===== src/rtl/restoring_divider_seq.sv =====
// Sequential restoring divider. It produces one quotient bit per clock and supports
// an optional two's-complement mode, plus divide-by-zero and overflow flags.
module restoring_divider_seq #(
  parameter int DIVIDEND_W = 8,
  parameter int DIVISOR_W  = 4
) (
  input  logic                  clk,
  input  logic                  rst,
  input  logic                  start,
  input  logic                  signed_mode,
  input  logic [DIVIDEND_W-1:0] dividend,
  input  logic [DIVISOR_W-1:0]  divisor,
  output logic                  busy,
  output logic                  done,
  output logic [DIVIDEND_W-1:0] quotient,
  output logic [DIVISOR_W-1:0]  remainder,
  output logic                  div_by_zero,
  output logic                  overflow
);

  localparam int CNT_W = $clog2(DIVIDEND_W + 1);
  localparam logic [CNT_W-1:0] CNT_INIT = CNT_W'(DIVIDEND_W);
  localparam logic [CNT_W-1:0] CNT_LAST = CNT_W'(1);

  typedef enum logic [1:0] {IDLE, CALC, FIX} state_t;

  state_t                  state, state_nxt;
  logic [CNT_W-1:0]        cnt;
  logic [DIVIDEND_W-1:0]   a;
  logic [DIVISOR_W-1:0]    b;
  logic [DIVISOR_W:0]      p;
  logic                    neg_q, neg_r, smode, zero_div;
  logic [DIVISOR_W+1:0]    trial;
  logic                    trial_ok;

  assign busy = (state != IDLE);

  // The trial keeps p's top bit, so the sign of the difference is unambiguous.
  assign trial    = {p, a[DIVIDEND_W-1]} - {2'b00, b};
  assign trial_ok = ~trial[DIVISOR_W+1];

  always_ff @(posedge clk) begin
    if (rst) state <= IDLE;
    else     state <= state_nxt;
  end

  always_comb begin
    state_nxt = state;
    case (state)
      IDLE: if (start) state_nxt = (divisor == '0) ? FIX : CALC;
      CALC: if (cnt == CNT_LAST) state_nxt = FIX;
      FIX:  state_nxt = IDLE;
      default: state_nxt = IDLE;
    endcase
  end

  always_ff @(posedge clk) begin
    if (rst) begin
      cnt         <= '0;
      a           <= '0;
      b           <= '0;
      p           <= '0;
      neg_q       <= 1'b0;
      neg_r       <= 1'b0;
      smode       <= 1'b0;
      zero_div    <= 1'b0;
      done        <= 1'b0;
      quotient    <= '0;
      remainder   <= '0;
      div_by_zero <= 1'b0;
      overflow    <= 1'b0;
    end else begin
      done <= 1'b0;
      case (state)
        IDLE: begin
          if (start) begin
            // Work on magnitudes; the most negative value maps onto its own unsigned pattern.
            smode    <= signed_mode;
            neg_q    <= signed_mode & (dividend[DIVIDEND_W-1] ^ divisor[DIVISOR_W-1]);
            neg_r    <= signed_mode & dividend[DIVIDEND_W-1];
            a        <= (signed_mode && dividend[DIVIDEND_W-1]) ? (~dividend + 1'b1) : dividend;
            b        <= (signed_mode && divisor[DIVISOR_W-1]) ? (~divisor + 1'b1) : divisor;
            p        <= '0;
            cnt      <= CNT_INIT;
            zero_div <= (divisor == '0);
          end
        end
        CALC: begin
          p   <= trial_ok ? trial[DIVISOR_W:0] : {p[DIVISOR_W-1:0], a[DIVIDEND_W-1]};
          a   <= {a[DIVIDEND_W-2:0], trial_ok};
          cnt <= cnt - 1'b1;
        end
        FIX: begin
          done <= 1'b1;
          if (zero_div) begin
            quotient    <= '1;
            remainder   <= '0;
            div_by_zero <= 1'b1;
            overflow    <= 1'b0;
          end else begin
            quotient    <= neg_q ? (~a + 1'b1) : a;
            remainder   <= neg_r ? (~p[DIVISOR_W-1:0] + 1'b1) : p[DIVISOR_W-1:0];
            div_by_zero <= 1'b0;
            // A positive signed result whose magnitude reaches the sign bit cannot be represented.
            overflow    <= smode & ~neg_q & a[DIVIDEND_W-1];
          end
        end
        default: ;
      endcase
    end
  end

endmodule


===== config.mk =====
export PLATFORM = sky130hd
export DESIGN_NAME = restoring_divider_seq
export DESIGN_NICKNAME = d
export VERILOG_FILES = /design/src/rtl/restoring_divider_seq.sv
export SDC_FILE = /design/constraint.sdc
export NUM_CORES = 1
export LEC_CHECK = 0
export BUFFER_PORTS_ARGS = -buffer_cell sky130_fd_sc_hd__buf_2
export CAP_MARGIN = 0
export CORE_ASPECT_RATIO = 0.7
export CORE_UTILIZATION = 45
export DETAILED_ROUTE_END_ITERATION = 8
export GPL_ROUTABILITY_DRIVEN = 0
export GPL_TIMING_DRIVEN = 0
export PLACE_DENSITY = 0.74
export SLEW_MARGIN = 20
export SYNTH_ARGS = -nofsm -noshare
export SYNTH_HDL_FRONTEND = slang
export SYNTH_SLANG_ARGS = --single-unit

===== constraint.sdc =====
create_clock -name clk -period 2.8 [get_ports clk]
set_input_delay 0.56 -clock clk [delete_from_list [all_inputs] [get_ports clk]]
set_output_delay 0.56 -clock clk [all_outputs]
set_load 0.1 [all_outputs]

==> metrics.yaml <==
die:
  fp.dieW_um: 86.5
  initial_utilization_pct: 47.0
  die_h_um: 61.1
  dieArea_um2: 5280
  rows: 21
  core_area_um2: 4780
  io_pins: 32
timing:
  whs_ns: 0.462
  hold_viol_final: 0
  final.setup.tns_ns: 0
  skew_ns: 0.00535
  maxSlewViolCount: 0
  max-slew-margin-rel_pct: 62.5
  finalSetupViolCount: 0
  fin_crit_sh_pct: 73.8
  period_minus_slack_ns: 2.07
  rsz0062_at_grt: "false"
  tightest_slew_ns: 0.562
  clock.fmax_ghz: 0.484
global_routing:
  grt_usage_pct: 21.8
  grt-ovfl-total: 0
  antenna_found_initial: 0
  grt_max_degree: 14
  grt_first_pass_wirelength_um: 8690
  grt_pass1_vias: 1761
clock_tree:
  numCtsBuffers: 5
  clock_latency_ns: 0.30
  h-tree-depth: 2
  cts_setup_buffers: 0
  root_buffer: "clkbuf_8"
  cts_tree: "built"
  clk_path_buf_depth: 2
  ctsHoldBuffers: 0
  clock-sinks: 42
  clk_pin_slew_ns: 0.08
  cts_resized: 0
placed_design:
  place_inst: 372
  post-dp-hpwl_um: 4070
  port_buffers: 30
detailed_routing:
  drt-pass1-iter-count: 5
  vias_per_cell: 5.39
  wl_per_cell_um: 14.2
  drt_iter0_drc: 212
  antenna_left: 0
  via_count: 2048
  drc_errors: 0
  wl_um: 5400
setup_path:
  path_cells: "inv_1 > ha_1 > nor2b_2 > o221ai_2 > a211oi_4 > mux2i_1 > a22o_1"
  critical-path-top-delay-family: "compound AO/OA/AOI/OAI gates"
  cp_slowest_stage_delay_ns: 0.47
  critPathMaxFanout: 5
  r2r_slack_ns: 0.73
  critPathBufInv: 1
  reg2reg_depth: 7
  worstPathRequired_ns: 2.99
  endpoint_kind: "register"
  cp.arrival_ns: 2.26
  worst_setup_path_start_kind: "register"
  cp.depth: 7
  slowest_stage: "a211oi_4"
  crit_type: "register to register"
power_and_ir_drop:
  p_per_area_nw_per_um2: 613
  p_sw_share_pct: 34.0
  seq_power_share_pct: 42.7
  power.share.clock_pct: 30.4
  vdd_drop_max_mv: 0.269
  power_frac_comb_pct: 26.9
  p_int_mw: 1.05
  p_switching_mw: 0.540
  leakage_nw: 1.04
yosys:
  dominantRegCellSynth: "dfxtp_1"
  synth_xor_area_share_pct: 6.24
  syn_inst: 273
  synth_adder_area_share_pct: 6.46
  synth_top_family_by_area: "compound AO/OA/AOI/OAI gates"
  yosys_warnings: 0
  muxShareOfSynthArea_pct: 2.28
  synth_edf_count: 0
  synth_nets: 300
  synthArstFlopShare_pct: 0
  yosys.area_share.simple_pct: 20.3
  synth_common_cells: "dfxtp_1, nor2_1, nand2_1, a21oi_1, inv_1"
  avgSynthCellArea_um2: 8.23
  ys_seq_area_share_pct: 37.4
  synth-seq-cells: 42
  ys_top_cells_by_area: "dfxtp_1, nor2_1, ha_1"
  synth.cell_area_um2: 2250
  synthDistinctLibCells: 44
  synth_compound_gate_area_share_pct: 21.7
  netlist.area_leader.share_pct: 37.4
  synth_top_cell_by_area: "dfxtp_1"
cells_and_area:
  final_cells: 380
  syn_to_final_growth_pct: 15.4
  fill_cells: 466
  drive_gt1_share_pct: 14.5
  antennaDiodeCount: 0
  multiInputGateArea_um2: 1280
  final_net_count: 337
  regArea_um2: 841
status:
  status: "finished clean"
min_path:
  min_path_cells: 2
  hold_path.class: "register to register"
job:
  cap_violations: 0
==> cells in the final DEF (no fill, tap or decap), types with 3 or more instances in the layout <==
master,instances
nand3_1,6
xor2_1,10
ha_1,10
a22o_1,3
a21oi_1,18
buf_2,31
nor3_1,8
a222oi_1,7
inv_1,17
clkbuf_1,11
nor2_1,42
mux2i_1,4
nor2b_1,5
nand2_1,27
clkbuf_8,5
a22oi_1,3
o21ai_0,5
xnor2_1,6
nand2b_1,4
o31ai_1,4
a31oi_1,3
a211oi_1,6
dfxtp_1,42
a311oi_1,6
==> cells by family after synthesis <==
family | after synthesis
fa+ha+maj | 11
xor+xnor | 16
simple gates | 102
compound gates | 66
flops | 42
buf+inv | 31
mux | 5
==> tightest hold or removal path: cells and delay by family (launching register included) <==
kind               cells  cell delay (ns)
DFF                    1             0.32
AOI/OAI and AO/OA      1             0.05
and+or+nand+nor        1             0.05
==> metrics by stage <==
step                      cell area [µm²]  util, %  setup WS [ns]  power [mW]
after floorplan                      2250        -           1.00        1.01
after global placement               2480     51.9          0.819        1.10
after detailed placement             2480     51.9          0.769        1.11
after CTS                            2590     54.2          0.752        1.59
after global routing                 2590     54.2          0.648        1.66
final                                2590     54.2          0.734        1.59
==> power by group through the flow <==
stage / Sequential (mW) / Combinational (mW) / Clock, mW
after floorplan: 0.736 / 0.277 / 0
after global placement: 0.691 / 0.410 / 0
after detailed placement: 0.691 / 0.421 / 0
after CTS: 0.677 / 0.423 / 0.491
after global routing: 0.685 / 0.466 / 0.513
final: 0.679 / 0.427 / 0.483
==> metal layers <==
| layer | GRT usage, % | up-vias | wire length, µm | part of all wire [%] |
|---|---|---|---|---|
| met1 | 32.5 | 937 | 2880 | 53 |
| met5 | 0 | - | 0 | 0 |
| met4 | 7.86 | 0 | 70 | 1.3 |
| li1 | - | 1039 | - | - |
| met2 | 31.5 | 65 | 2120 | 39 |
| met3 | 4.02 | 7 | 334 | 6.2 |
==> area by class of cell <==
type,instances,share of cell area (%)
sequential,42,32.4
clock buffer,5,2.65
buffer,14,2.36
timing repair buffer,30,5.79
clock inverter,3,1.54
inverter,17,2.46
multi-input combinational,200,49.4
tap,69,3.33
==> final timing paths <==
check	start	endpoint
worst max-delay path	a[7]	p[2]
worst min-delay path	overflow	overflow
worst max register to register	a[7]	p[2]
worst min register to register	overflow	overflow
==> flip-flops by register name, indices dropped and copies added, names as in the netlist, 2 cells and up <==
name       flops
a              8
p              5
cnt            4
quotient       8
remainder      4
state          2
b              4
No activity file was read; power rests on OpenSTA's default activity.
